**src/rtl/rr_mux3_arbiter_if.sv**
```systemverilog
// Bundle of the three requester lanes and the shared mux result.
// Producers drive req/u/v/w; the arbiter returns the grant, the select and the registered mux output.
interface rr_mux3_arbiter_if #(
  parameter int WIDTH = 2
);
  logic [2:0]       req;
  logic [WIDTH-1:0] u;
  logic [WIDTH-1:0] v;
  logic [WIDTH-1:0] w;
  logic [2:0]       grant;
  logic [1:0]       s;
  logic [WIDTH-1:0] m;
  logic             valid;

  modport master (
    output req, u, v, w,
    input  grant, s, m, valid
  );

  modport slave (
    input  req, u, v, w,
    output grant, s, m, valid
  );
endinterface

```
**src/rtl/rr_mux3_arbiter.sv**
```systemverilog
// Round-robin arbiter in front of a shared 3:1 mux, with each grant capped at HOLD cycles.
// M and valid follow grant/S by one cycle.
//
// state   | meaning
// ST_IDLE | nobody owns the mux; grant=000, S=00
// ST_GRANT| one requester owns the mux; cnt counts cycles held
module rr_mux3_arbiter #(
  parameter int WIDTH = 2,
  parameter int HOLD  = 4
) (
  input  logic                clk,
  input  logic                rst,
  rr_mux3_arbiter_if.slave    bus
);

  typedef enum logic {ST_IDLE, ST_GRANT} state_t;

  state_t           state_q, state_d;
  logic [2:0]       grant_q, grant_d;
  logic [1:0]       s_q, s_d;
  logic [3:0]       cnt_q, cnt_d;
  logic [1:0]       last_q, last_d;
  logic [WIDTH-1:0] m_q;
  logic             valid_q;
  logic [WIDTH-1:0] sel_data;
  logic             release_now;
  logic [1:0]       winner;

  // Searches last+1, last+2, last+3 (mod 3); the nearest asserted request wins.
  function automatic logic [1:0] pick_winner(input logic [2:0] r, input logic [1:0] lst);
    logic [1:0] idx;
    pick_winner = 2'd0;
    for (int k = 3; k >= 1; k--) begin
      idx = 2'((32'(lst) + k) % 3);
      if (r[idx]) pick_winner = idx;
    end
  endfunction

  always_comb begin
    sel_data = '0;
    case (s_q)
      2'd0:    sel_data = bus.u;
      2'd1:    sel_data = bus.v;
      2'd2:    sel_data = bus.w;
      default: sel_data = '0;
    endcase
  end

  always_comb begin
    state_d     = state_q;
    grant_d     = grant_q;
    s_d         = s_q;
    cnt_d       = cnt_q;
    last_d      = last_q;
    release_now = 1'b0;
    winner      = 2'd0;

    case (state_q)
      ST_IDLE: begin
        grant_d = 3'b000;
        s_d     = 2'd0;
        if (bus.req != 3'b000) begin
          winner  = pick_winner(bus.req, last_q);
          grant_d = 3'b001 << winner;
          s_d     = winner;
          cnt_d   = 4'd0;
          state_d = ST_GRANT;
        end
      end

      ST_GRANT: begin
        release_now = !bus.req[s_q] || (cnt_q == 4'(HOLD - 1));
        if (!release_now) begin
          cnt_d = cnt_q + 4'd1;
        end else begin
          // s_q is the owner's index, so the owner becomes lowest priority.
          last_d = s_q;
          if (bus.req == 3'b000) begin
            grant_d = 3'b000;
            s_d     = 2'd0;
            cnt_d   = 4'd0;
            state_d = ST_IDLE;
          end else begin
            winner  = pick_winner(bus.req, s_q);
            grant_d = 3'b001 << winner;
            s_d     = winner;
            cnt_d   = 4'd0;
          end
        end
      end

      default: begin
        state_d = ST_IDLE;
        grant_d = 3'b000;
        s_d     = 2'd0;
        cnt_d   = 4'd0;
      end
    endcase
  end

  always_ff @(posedge clk) begin
    if (rst) begin
      state_q <= ST_IDLE;
      grant_q <= 3'b000;
      s_q     <= 2'd0;
      cnt_q   <= 4'd0;
      last_q  <= 2'd2;
      m_q     <= '0;
      valid_q <= 1'b0;
    end else begin
      state_q <= state_d;
      grant_q <= grant_d;
      s_q     <= s_d;
      cnt_q   <= cnt_d;
      last_q  <= last_d;
      m_q     <= (grant_q != 3'b000) ? sel_data : '0;
      valid_q <= (grant_q != 3'b000);
    end
  end

  assign bus.grant = grant_q;
  assign bus.s     = s_q;
  assign bus.m     = m_q;
  assign bus.valid = valid_q;

endmodule
```
**src/flat_wrapper.sv**
```systemverilog
// flat-port wrapper written by rule: the top's interface ports become plain ports
module rr_mux3_arbiter_flat 
#(
  parameter int WIDTH = 2,
  parameter int HOLD  = 4
)
  (clk, rst, bus_req, bus_u, bus_v, bus_w, bus_grant, bus_s, bus_m, bus_valid);
  rr_mux3_arbiter_if #(.WIDTH(WIDTH)) bus_i ();
  input  logic clk;
  input  logic rst;
  input wire logic [$bits(bus_i.req)-1:0] bus_req;
  input wire logic [$bits(bus_i.u)-1:0] bus_u;
  input wire logic [$bits(bus_i.v)-1:0] bus_v;
  input wire logic [$bits(bus_i.w)-1:0] bus_w;
  output wire logic [$bits(bus_i.grant)-1:0] bus_grant;
  output wire logic [$bits(bus_i.s)-1:0] bus_s;
  output wire logic [$bits(bus_i.m)-1:0] bus_m;
  output wire logic [$bits(bus_i.valid)-1:0] bus_valid;
  assign bus_i.req = bus_req;
  assign bus_i.u = bus_u;
  assign bus_i.v = bus_v;
  assign bus_i.w = bus_w;
  assign bus_grant = bus_i.grant;
  assign bus_s = bus_i.s;
  assign bus_m = bus_i.m;
  assign bus_valid = bus_i.valid;
  rr_mux3_arbiter #(.WIDTH(WIDTH), .HOLD(HOLD)) u_core (.clk(clk), .rst(rst), .bus(bus_i));
endmodule
```
**config.mk**
```make
export PLATFORM = sky130hd
export DESIGN_NAME = rr_mux3_arbiter_flat
export DESIGN_NICKNAME = d
export VERILOG_FILES = /design/src/rtl/rr_mux3_arbiter_if.sv /design/src/rtl/rr_mux3_arbiter.sv /design/src/flat_wrapper.sv
export SDC_FILE = /design/constraint.sdc
export NUM_CORES = 1
export LEC_CHECK = 0
export ABC_AREA = 1
export BUFFER_PORTS_ARGS = -buffer_cell sky130_fd_sc_hd__buf_4
export CAP_MARGIN = 20
export CORE_MARGIN = 2
export CORE_UTILIZATION = 50
export CTS_BUF_LIST = sky130_fd_sc_hd__clkbuf_4 sky130_fd_sc_hd__clkbuf_8 sky130_fd_sc_hd__clkbuf_16
export DETAILED_ROUTE_END_ITERATION = 16
export PLACE_DENSITY_LB_ADDON = 0.12
export SLEW_MARGIN = 25
export SYNTH_ARGS = -nofsm -noshare
export SYNTH_HDL_FRONTEND = slang
export SYNTH_SLANG_ARGS = --single-unit
```
**constraint.sdc**
```tcl
create_clock -name clk -period 4.4 [get_ports clk]
set_input_delay 0.22 -clock clk [delete_from_list [all_inputs] [get_ports clk]]
set_output_delay 0.22 -clock clk [all_outputs]
set_load 0.02 [all_outputs]
```
=== Yosys cells after proc, flatten, opt, wreduce, memory -nomap -nowiden ===
Index checks and enable logic that the tools add are counted.

* Logic and storage cells: 85
* Bits in registers: 15
* Bits of input ports: 11
* Output and inout port bits: 8

* Multiplexer cells: 41
* $lt $le $gt $ge: 7
* Add/subtract/negate cells: 7
* Eq/ne operators: 5
* Divide/modulo/power cells: 6
* Shift operators: 2
* Bitwise operators: 2
* Reductions and logical operators: 8

{| class="wikitable"
|+ Operators by type and width
! kind !! count
|-
| 32-bit by 2-bit remainder unit with 32-bit output, second input constant || 6
|-
| 2-bit two-way mux || 14
|-
| 2-bit by 3-bit less-than comparator with 1-bit output, second input constant || 7
|-
| 1-bit binary-select mux with 2-bit select || 7
|-
| 2-bit by 2-bit adder with 3-bit output, second input constant || 4
|-
| 1-bit two-way mux || 10
|-
| 3-bit two-way mux || 3
|-
| 4-bit two-way mux || 2
|-
| 4-bit case mux with 2 select lines || 1
|-
| 2-bit by 1-bit adder with 3-bit output, second input constant || 2
|-
| 2-bit case mux with 3 select lines || 1
|-
| 3-bit case mux with 2 select lines || 1
|-
| 3-bit nonzero test || 2
|-
| 1-bit by 2-bit left shift with 3-bit output, first input constant || 2
|-
| 4-bit by 1-bit adder with 4-bit output, second input constant || 1
|-
| 4-bit by 2-bit == test with 1-bit output, second input constant || 1
|-
| 2-bit case mux with 2 select lines || 1
|-
| 3-bit logical NOT || 1
|-
| 2-bit by 1-bit == test with 1-bit output, second input constant || 1
|-
| 2-bit == test, second input constant || 1
|-
| 2-bit logical NOT || 1
|-
| 2-bit by 1-bit != test with 1-bit output, second input constant || 1
|-
| 2-bit != test, second input constant || 1
|-
| 1-bit NOT || 2
|-
| other kinds (5) || 5
|}

=== Depth between registers and ports, before layout ===
Gate-level depths: netlist of run 1.

* Depth in word-level cells: 14
* Mapped depth: 15
* Gate-level depth less buffers: 14

=== Least setup slack after synthesis of run 1 ===
Ideal clock, no wire load.

* Kind: reg2reg
* Start: register u_core.s_q[0], in the netlist u_core.bus.s[0]
* End: register u_core.grant_q[0], in the netlist u_core.bus.grant[0]
* Path buffers: 1
* Cell stages (with the launch flop): 16
* Data arrival time: 1.830 ns
* Slack: 2.457 ns
* Period minus slack after synthesis: 1.943 ns
* Library setup time: 0.114 ns
* Path through: dfxtp_1 inv_1 ha_1 buf_4 inv_1 nand2_1 nand3_1 nand2_1 nand2_1 nand2_1 nand2_1 nand2_1 nand3_1 nand2_1 nand2_1 a21oi_2

* Word-level cells in the longest chain between the ends: 14
* Elaborated cells between the ends (all ways): 27

{| class="wikitable"
|+ RTL lines
! what !! RTL line !! text
|-
| from (decl) || rr_mux3_arbiter.sv:20 || <nowiki>logic [1:0] s_q, s_d;</nowiki>
|-
| from (signal assigned) || rr_mux3_arbiter.sv:105 || <nowiki>s_q <= 2'd0;</nowiki>
|-
| from (signal assigned) || rr_mux3_arbiter.sv:113 || <nowiki>s_q <= s_d;</nowiki>
|-
| 2-bit by 2-bit adder with 3-bit output || rr_mux3_arbiter.sv:34 || <nowiki>idx = 2'((32'(lst) + k) % 3);</nowiki>
|-
| 32-bit by 2-bit remainder unit with 32-bit output || rr_mux3_arbiter.sv:34 ||
|-
| 1-bit binary-select mux with 2-bit select || rr_mux3_arbiter.sv:35 || <nowiki>if (r[idx]) pick_winner = idx;</nowiki>
|-
| 1-bit two-way mux (not written as such) || rr_mux3_arbiter.sv:35 ||
|-
| 2-bit two-way mux (3 in a row) || rr_mux3_arbiter.sv:35 ||
|-
| 2-bit two-way mux || rr_mux3_arbiter.sv:78 || <nowiki>if (bus.req == 3'b000) begin</nowiki>
|-
| 2-bit two-way mux || rr_mux3_arbiter.sv:73 || <nowiki>if (!release_now) begin</nowiki>
|-
| 2-bit two-way mux || rr_mux3_arbiter.sv:58 || <nowiki>case (state_q)</nowiki>
|-
| 1-bit by 2-bit left shift with 3-bit output || rr_mux3_arbiter.sv:85 || <nowiki>grant_d = 3'b001 << winner;</nowiki>
|-
| 3-bit two-way mux || rr_mux3_arbiter.sv:78 ||
|-
| 3-bit two-way mux || rr_mux3_arbiter.sv:73 ||
|-
| 3-bit case mux with 2 select lines || rr_mux3_arbiter.sv:58 ||
|-
| to (signal assigned) || rr_mux3_arbiter.sv:112 || <nowiki>grant_q <= grant_d;</nowiki>
|-
| to (decl) || rr_mux3_arbiter.sv:19 || <nowiki>logic [2:0] grant_q, grant_d;</nowiki>
|}

Parallel ways exist; a longest one is shown, timed or not. The select of a mux whose other input is x is not followed.
A chain may end at the register's enable or synchronous reset.

=== Worst setup path in the final report of run 1 ===
* Start: register u_core.s_q[0], in the netlist u_core.bus.s[0]
* End: register u_core.grant_q[2], in the netlist u_core.bus.grant[2]

Same word-level chain as after synthesis.

==> results of run 1 <==
-- metal layers --
metal | vias to the layer above | GRT usage, %
li1 | 600 | -
met1 | 505 | 27.4
met2 | 37 | 35.0
met3 | 2 | 6.61
met4 | 0 | 6.14
met5 | - | 0
-- cell type report --
class	count	area, µm²
timing repair buffer	18	135
sequential	15	300
inverter	24	92.6
clock buffer	4	30.0
multi-input combinational	130	728
fill	216	870
tap	28	35.0
-- worst max-delay path, stage by stage, from the launching register on --
cell	delay (ps)
dfxtp_1	490
inv_1	170
ha_1	420
inv_1	150
nand2_1	60
nand3_1	90
nand2_1	100
nand3_1	90
nand2_1	80
o211a_1	250
nor2_1	90
-- worst max path at each step --
stage                         start             endpoint  slack (ps)
floorplan           u_core.bus.s[0]  u_core.bus.grant[0]        2460
global placement    u_core.bus.s[0]  u_core.bus.grant[0]        2460
detailed placement  u_core.bus.s[0]  u_core.bus.grant[0]        2360
CTS                 u_core.bus.s[0]  u_core.bus.grant[2]        2350
global route        u_core.bus.s[0]  u_core.bus.grant[0]        2080
finish              u_core.bus.s[0]  u_core.bus.grant[2]        2360
-- state kept, by name, summed over array words and instances, names as in the netlist --
register          count
u_core.cnt_q          4
u_core.bus.m          2
u_core.state_q        1
u_core.bus.grant      3
u_core.bus.s          2
u_core.last_q         2
u_core.bus.valid      1
-- power by group --
group	internal, mW	switching, mW
registers	0.163	0.0239
clock network	0.0414	0.0437
logic	0.137	0.226
total	0.341	0.293
-- layout by cell type, fill, tap and decap left out --
cell      count
o211a_1       1
o21ai_2       1
nor2_8        1
nor2_1       12
clkbuf_4      4
inv_4         1
o31ai_1       1
o31ai_2       1
buf_4        18
o21ai_0       8
nor3_1        4
nand2_2       3
nand3_1      18
a21boi_0      1
a21oi_1       8
inv_1        19
o21ai_1       1
inv_2         4
xor2_1        1
dfxtp_1      15
nand4_1       2
o211ai_1      2
xnor2_1       1
a21oi_2       1
nand2_1      49
ha_1         11
nand3_2       1
a22o_1        2
-- through the flow --
stage	power, mW	hold WS, ps	cell area [µm²]	cells	util, %
floorplan	0.463	282	1140	172	-
global placement	0.546	427	1290	215	58.9
detailed placement	0.551	432	1290	215	58.9
CTS	0.640	114	1320	219	60.3
global route	0.704	111	1320	219	60.3
finish	0.634	130	1320	219	60.3
-- Yosys cell counts, types with 2 or more instances --
cell type  count
nor3_1         4
a21oi_1        8
nand2_2        3
ha_1          11
nand2_1       49
nand4_1        2
o21ai_0        8
inv_1         19
dfxtp_1       15
nand3_1       18
o211ai_1       2
nor2_1        12
buf_4          2
a22o_1         2
inv_2          4
-- logic make-up (layout without fill, tap and decap cells) --
group,count (synthesis),count (layout),share of synthesized area [%]
compound gates,27,27,15.1
xor+xnor,2,2,1.54
fa+ha+maj,11,11,12.1
buf+inv,27,46,9.87
flops,15,15,26.3
simple gates,90,90,35.1
==> flow_summary.json, run 1 <==
{
  "async_reset_ff_share_pct": 0,
  "drt-total-wl_um": 2520,
  "critPathCaptureType": "flip-flop",
  "worstPathRequired_ps": 4620,
  "wl_met3_um": 123,
  "antenna_cells": 0,
  "ff2ff_path_depth": 10,
  "grt_pass1_wl_um": 4280,
  "fmax_mhz": 490,
  "drtPass1Iterations": 5,
  "top_layer": "met4",
  "ant_nets": 0,
  "finalHoldViolations": 0,
  "coreArea_mm2": 0.00219,
  "clockBufferDepth": 2,
  "crit_fanout": 8,
  "postCtsHoldBufs": 0,
  "hold_path_depth": 2,
  "std_cell_rows": 17,
  "htreeDepth": 1,
  "post-cts-setup-buffers": 0,
  "cts_tree": "yes",
  "synth_ff_type": "dfxtp_1",
  "synth_edf_count": 0,
  "tightest_slew_ps": 449,
  "rsz0062_at_grt": "no",
  "clockRootBuffer": "clkbuf_4",
  "drc": 0,
  "ys_seq_area_share_pct": 26.3,
  "grt_pass1_vias": 990,
  "route.met2.wl_um": 1190,
  "whs_endpoint": "u_core.bus.grant[0]",
  "clkSinkCount": 15,
  "rrSetupSlack_ps": 2360,
  "finalSetupViolCount": 0,
  "peakVddDrop_mv": 0.316,
  "fp.dieW_um": 51.8,
  "cap_violations": 0,
  "r2r-end": "u_core.bus.grant[2]",
  "syn_area_mm2": 0.00114,
  "die_area_mm2": 0.00268,
  "yosysUniqueCellTypes": 28,
  "finClkSkew_ps": 5.91,
  "tns_ps": 0,
  "hp-start": "rst",
  "ys_warn_count": 0,
  "relSlewSlack_pct": 69.8,
  "met1_length_um": 1180,
  "rr_startpoint": "u_core.bus.s[0]",
  "final_nets": 214,
  "layout-area-overhead-vs-synth_pct": 15.8,
  "ioPinCount": 19,
  "start_kind": "flip-flop",
  "grt_usage_pct": 21.5,
  "cp_data_arrival_time_ps": 2260,
  "period_share_pct": 46.4,
  "drtIter0Drc": 33,
  "avgSynthCellArea_um2": 6.63,
  "hold_path_class": "in -> reg",
  "grt_overflow": 0,
  "grt_max_degree": 9,
  "synth_top_cell_by_area": "dfxtp_1",
  "drt-vias-per-instance": 5.22,
  "power.density_mw_per_mm2": 480,
  "portBuffers": 18,
  "leakagePower_nw": 0.682,
  "fin_crit_ps": 2040,
  "drive_gt1_share_pct": 18.3,
  "ys_ff_latch": 15,
  "synth_top_area_share_pct": 26.3,
  "clkTransAtPathRegs_ps": 90,
  "gp_congestion": 0.933,
  "antenna_found_initial": 0,
  "routedWlPerCell_um": 11.5,
  "cts_resized": 0,
  "outcome": "finished, final reports clean",
  "dpl.hpwl_um": 2030,
  "synth_area_leaders": "dfxtp_1 26%, nand2_1 16%, ha_1 12%",
  "vias": 1144,
  "setup_ws_ps": 2360,
  "synth_cells": 172,
  "critical_path_class": "reg -> reg",
  "pre_cts_ws_ps": 2360,
  "synth_nets": 194,
  "initial_core_util_pct": 52.1,
  "numCtsBuffers": 3,
  "clock_latency_ps": 280,
  "slew_viol_final": 0,
  "die_y_um": 51.8
}
No activity file was read; power rests on OpenSTA's default activity.
==> run 2, diff against run 1 <==
==> constraint.sdc (replaced) <==
create_clock -name clk -period 1.6 [get_ports clk]
set_input_delay 0.08 -clock clk [delete_from_list [all_inputs] [get_ports clk]]
set_output_delay 0.08 -clock clk [all_outputs]
set_load 0.02 [all_outputs]
==> run 2 against run 1 <==
Highest routed layer unchanged. Count of clock-buffer cells in the layout fell by 1. Sequential power grew to 2.8 times the previous value. Sequential cell count is the same. Critical path depth is 2 higher. The run now ends with negative setup slack left. Routed wire length is 9.5% higher.
==> flow_summary.json, run 2 (synthesis gave the netlist of run 1 again) <==
{
  "outcome": "complete, but fails checks",
  "violations": "negative setup slack",
  "coreArea_mm2": 0.00219,
  "drt-vias-per-instance": 5.20,
  "tns_ps": -72.2,
  "critical_path_class": "reg -> reg",
  "finalHoldViolations": 0,
  "r2r-end": "u_core.bus.grant[0]",
  "slew_viol_final": 0,
  "rsz0062_at_grt": "yes",
  "die_area_mm2": 0.00268,
  "clkTransAtPathRegs_ps": 100,
  "antenna_cells": 0,
  "routedWlPerCell_um": 11.9,
  "numCtsBuffers": 3,
  "cp_data_arrival_time_ps": 1870,
  "die_y_um": 51.8,
  "fp.dieW_um": 51.8,
  "antenna_found_initial": 0,
  "hold_path_class": "in -> reg",
  "ant_nets": 0,
  "rr_startpoint": "u_core.bus.s[0]",
  "vias": 1206,
  "drtIter0Drc": 25,
  "portBuffers": 18,
  "grt_max_degree": 10,
  "critPathCaptureType": "flip-flop",
  "final_common_cell": "nand2_1",
  "whs_endpoint": "u_core.state_q",
  "cap_violations": 0,
  "largest_register": "u_core.cnt_q",
  "ioPinCount": 19,
  "grt_pass1_vias": 1152,
  "grt_pass1_wl_um": 4680,
  "leakagePower_nw": 0.751,
  "htreeDepth": 1,
  "period_share_pct": 102,
  "cts_tree": "yes",
  "grt_overflow": 0,
  "pre_cts_ws_ps": -39.5,
  "finClkSkew_ps": 16.1,
  "std_cell_rows": 17,
  "drive_gt1_share_pct": 33.8,
  "layout_common_cells": "43 x nand2_1, 30 x buf_4, 17 x nand3_1, 15 x inv_1, 12 x nor2_1",
  "grt_usage_pct": 22.8,
  "drc": 0,
  "fmax_mhz": 614,
  "gp_congestion": 0.825,
  "drtPass1Iterations": 4,
  "start_kind": "flip-flop",
  "final_nets": 227,
  "drt-total-wl_um": 2760,
  "relSlewSlack_pct": 70.5,
  "clockRootBuffer": "clkbuf_4",
  "clkSinkCount": 15,
  "post-route-cell-area_mm2": 0.00150,
  "tightest_slew_ps": 438,
  "setup_ws_ps": -29.2,
  "hold_path_depth": 3,
  "finalSetupViolCount": 4,
  "dpl_cell_area_mm2": 0.00140,
  "report.power.total_mw": 2.03,
  "rrSetupSlack_ps": -30,
  "ff2ff_path_depth": 12,
  "clock_latency_ps": 290,
  "hp-start": "bus_req[1]",
  "power.density_mw_per_mm2": 1360,
  "initial_core_util_pct": 52.1,
  "crit_fanout": 8,
  "dpl.hpwl_um": 2090,
  "peakVddDrop_mv": 0.877,
  "worstPathRequired_ps": 1840,
  "clockBufferDepth": 2,
  "largest_reg_flops": 4,
  "layout-area-overhead-vs-synth_pct": 31.3,
  "fin_crit_ps": 1630
}
==> run 2: timing repair <==
action / in CTS / in global routing
buffers inserted: 0 / 1
endpoints found under the hold margin: 5 / 0
hold buffers: 1 / 0
resized for setup: 9 / 11
setup endpoints to repair: 5 / 5
pin swaps: 3 / 5
==> run 2: how the worst max path moves through the flow <==
stage | startpoint | endpoint
after CTS | u_core.bus.s[0] | u_core.bus.grant[0]
final | u_core.bus.s[0] | u_core.bus.grant[0]
after global placement | u_core.last_q[0] | u_core.bus.grant[0]
after detailed placement | u_core.last_q[0] | u_core.bus.grant[0]
after global routing | u_core.bus.s[0] | u_core.bus.s[1]
after floorplan | u_core.bus.s[1] | u_core.bus.grant[0]
==> run 2: final cells by class <==
class                           instances  area [µm²]
Multi-Input combinational cell        130         790
Fill cell                             194         693
Sequential cell                        15         310
Timing Repair Buffer                   31         235
Inverter                               24         100
Tap cell                               28        35.0
Clock buffer                            3        22.5
Clock inverter                          1        5.00
==> run 2: routing by layer <==
layer	global-route usage, %	share of wire [%]	vias to the layer above
li1	-	-	627
met1	26.3	44	533
met2	43.2	50	42
met3	4.60	5.2	4
met4	3.95	0.69	0
met5	0	0	-
==> run 2: worst max-delay path, cell delays in order, from the launching register on <==
cell     delay (ps)
dfxtp_4         400
inv_6            50
ha_4            320
inv_4            50
nand2_2          50
nand3_2          70
nand2_2         100
nand3_1         100
nand2_2         110
nand3_1          80
nand2_1          80
nand2_1          60
a21oi_2         100
==> run 2: where the power goes <==
part,switching (mW),internal (mW),total (mW)
Combinational,0.737,0.553,1.29
Sequential,0.0616,0.457,0.518
Clock,0.129,0.0929,0.222
Total,0.927,1.10,2.03
==> run 2: metrics by stage <==
step	instances	utilization [%]	hold slack [ps]
3_3_place_gp	226	63.7	289
2_1_floorplan	172	-	142
3_5_place_dp	226	63.7	288
5_1_grt	232	68.4	117
6_report	232	68.4	87.9
4_1_cts	231	66.9	82.6
==> run 3, diff against run 2 <==
--- a/config.mk
+++ b/config.mk
@@ -5,7 +5,6 @@
 export SDC_FILE = /design/constraint.sdc
 export NUM_CORES = 1
 export LEC_CHECK = 0
-export ABC_AREA = 1
 export BUFFER_PORTS_ARGS = -buffer_cell sky130_fd_sc_hd__buf_4
 export CAP_MARGIN = 20
 export CORE_MARGIN = 2
==> constraint.sdc (replaced) <==
create_clock -name clk -period 1.75 [get_ports clk]
set_input_delay 0.0875 -clock clk [delete_from_list [all_inputs] [get_ports clk]]
set_output_delay 0.0875 -clock clk [all_outputs]
set_load 0.02 [all_outputs]
==> run 3 against run 2 <==
The flow still finishes with violations (negative setup slack). Synthesized area decreased by 0.99%. Utilization is 6.3 points higher. Critical path depth shrank 3. Sequential cell count unchanged. Synthesized cell count is 20% lower. Cell count down 12%. Global-route usage is 1.5 points higher. Non-clock buffer count up 11. Via count down 5.1%. Count of clock-buffer cells in the layout is 1 higher. First-iteration DRC count up 28%. Worst setup slack got worse by 150 ps. Critical endpoint is now u_core.bus.grant[1].
==> flow_summary.json, run 3 <==
{
  "outcome": "complete, but fails checks",
  "violations": "negative setup slack",
  "gp_congestion": 0.791,
  "fin_crit_ps": 1930,
  "synth_edf_count": 0,
  "ys_seq_area_share_pct": 26.6,
  "drt-vias-per-instance": 5.58,
  "coreArea_mm2": 0.00217,
  "antenna_cells": 0,
  "synth_cells": 138,
  "finalHoldViolations": 0,
  "setup_ws_ps": -180,
  "vias": 1144,
  "syn_area_mm2": 0.00113,
  "crit_fanout": 5,
  "clockRootBuffer": "clkbuf_4",
  "drt-total-wl_um": 2860,
  "ys_warn_count": 0,
  "report.power.total_mw": 1.13,
  "drtPass1Iterations": 5,
  "power.density_mw_per_mm2": 699,
  "slew_viol_final": 0,
  "relSlewSlack_pct": 74.9,
  "synth_nets": 160,
  "hold_path_class": "in -> reg",
  "final_nets": 200,
  "grt_overflow": 0,
  "place_inst": 196,
  "nFillCells": 175,
  "period_share_pct": 110,
  "synth_top_cell_by_area": "dfxtp_1",
  "postCtsHoldBufs": 0,
  "finClkSkew_ps": 1.61,
  "synth_ff_type": "dfxtp_1",
  "async_reset_ff_share_pct": 0,
  "die_y_um": 51.5,
  "peakVddDrop_mv": 0.715,
  "ys_ff_latch": 15,
  "routedWlPerCell_um": 14.0,
  "drc": 0,
  "clock_latency_ps": 270,
  "largest_register": "u_core.cnt_q",
  "tns_ps": -424,
  "ioPinCount": 19,
  "synth_top_area_share_pct": 26.6,
  "multi_input_area_um2": 880,
  "antenna_found_initial": 0,
  "dpl.hpwl_um": 2150,
  "largest_reg_flops": 4,
  "rsz0062_at_grt": "yes",
  "dpl_cell_area_mm2": 0.00148,
  "start_kind": "flip-flop",
  "cp_data_arrival_time_ps": 2100,
  "worstPathRequired_ps": 1920,
  "clockBufferDepth": 2,
  "final_common_cell": "buf_4",
  "clkTransAtPathRegs_ps": 80,
  "synth_area_leaders": "dfxtp_1 27%, ha_1 12%, nor2_1 5.0%",
  "layout_common_cells": "40 x buf_4, 12 x nor2_1, 12 x dfxtp_1, 10 x nand2_1, 8 x inv_1",
  "std_cell_rows": 17,
  "grt_pass1_vias": 1111,
  "avgSynthCellArea_um2": 8.19,
  "die_area_mm2": 0.00266,
  "leakagePower_nw": 0.695,
  "drive_gt1_share_pct": 44.6,
  "grt_max_degree": 15,
  "finalSetupViolCount": 3,
  "grt_usage_pct": 24.2,
  "finalNonFillerCells": 205,
  "fmax_mhz": 518,
  "cap_violations": 0,
  "numCtsBuffers": 3,
  "portBuffers": 18,
  "grt_pass1_wl_um": 4870,
  "synth.top_cells.by_count": "15 x dfxtp_1, 15 x nor2_1, 11 x ha_1, 10 x inv_1, 10 x nand2_1",
  "cts_tree": "yes",
  "drtIter0Drc": 32,
  "post-route-cell-area_mm2": 0.00162,
  "initial_core_util_pct": 52.1,
  "critPathCaptureType": "flip-flop",
  "critical_path_class": "reg -> reg",
  "fp.dieW_um": 51.5,
  "layout-area-overhead-vs-synth_pct": 43.3,
  "regArea_um2": 309,
  "htreeDepth": 1,
  "tightest_slew_ps": 376,
  "clkSinkCount": 15,
  "ant_nets": 0,
  "yosysUniqueCellTypes": 43
}
run 3: changes by cell type after synthesis, sizes merged, moves of 3 or more:
cell	previous run	this run
o21ai	10	6
inv	24	10
nand2b	0	3
nand2	52	10
mux2i	0	6
nand3	19	5
mux2	0	3
buf	2	5
and2	0	3
nor2b	0	3
run 3: kinds of logic (layout without fill, tap and decap cells):
kind of cell    Yosys count  count (layout)  synth area share [%]
compound gates           35              35                  22.2
fa+ha+maj                11              11                  12.2
buf+inv                  17              56                  6.76
flops                    15              15                  26.6
mux                       9               9                  9.74
simple gates             51              51                  22.6
run 3: layout make-up:
cell class                      instances  share of cell area, %
Multi-Input combinational cell        106                   54.3
Clock buffer                            4                   1.85
Sequential cell                        15                   19.1
Tap cell                               28                   2.16
Inverter                               10                   2.63
Timing Repair Buffer                   42                   19.9
run 3: worst paths after layout:
path / cells past startpoint / start / slack [ps] / end
setup reg to reg: 9 / u_core.bus.s[1] / -180 / u_core.bus.grant[1]
hold reg to reg: 2 / u_core.bus.grant[2] / 500 / u_core.bus.grant[2]
hold / removal: 3 / bus_v[1] / 50 / u_core.bus.m[1]
setup / recovery: 9 / u_core.bus.s[1] / -180 / u_core.bus.grant[1]
run 3: layer usage:
metal	GRT usage [%]	share of wire, %	routed length, µm	vias to the layer above
li1	-	-	-	581
met1	31.6	45	1280	538
met2	41.7	51	1460	23
met3	2.59	3.6	104	2
met4	7.89	0.56	16	0
met5	0	0	0	-
run 3: repair_timing:
item | 4_1_cts | 5_1_grt
setup endpoints to repair | 5 | 10
buffers inserted | 4 | 2
resized for setup | 6 | 17
pin swaps | 8 | 9
run 3: worst max-delay path: stages, from the launching register on:
cell      delay (ps)
dfxtp_4          390
inv_4             50
ha_4             290
mux2_2           340
a21oi_2          170
o311ai_1         130
nand4_1          130
buf_4            130
o22ai_2           60
o311a_1          140
run 3: metrics by stage:
stage	util (%)	hold WS [ps]	worst slack, ps
finish	74.6	51.1	-180
global route	74.6	59.8	-245
CTS	71.6	47.0	-149
detailed placement	68.0	345	-196
global placement	68.0	336	-159
floorplan	-	238	-166
run 3: power breakdown:
group          internal (mW)  switching (mW)  total (mW)
clock network          0.104           0.100       0.204
logic                  0.273           0.259       0.532
registers              0.370          0.0243       0.395
total                  0.747           0.384        1.13
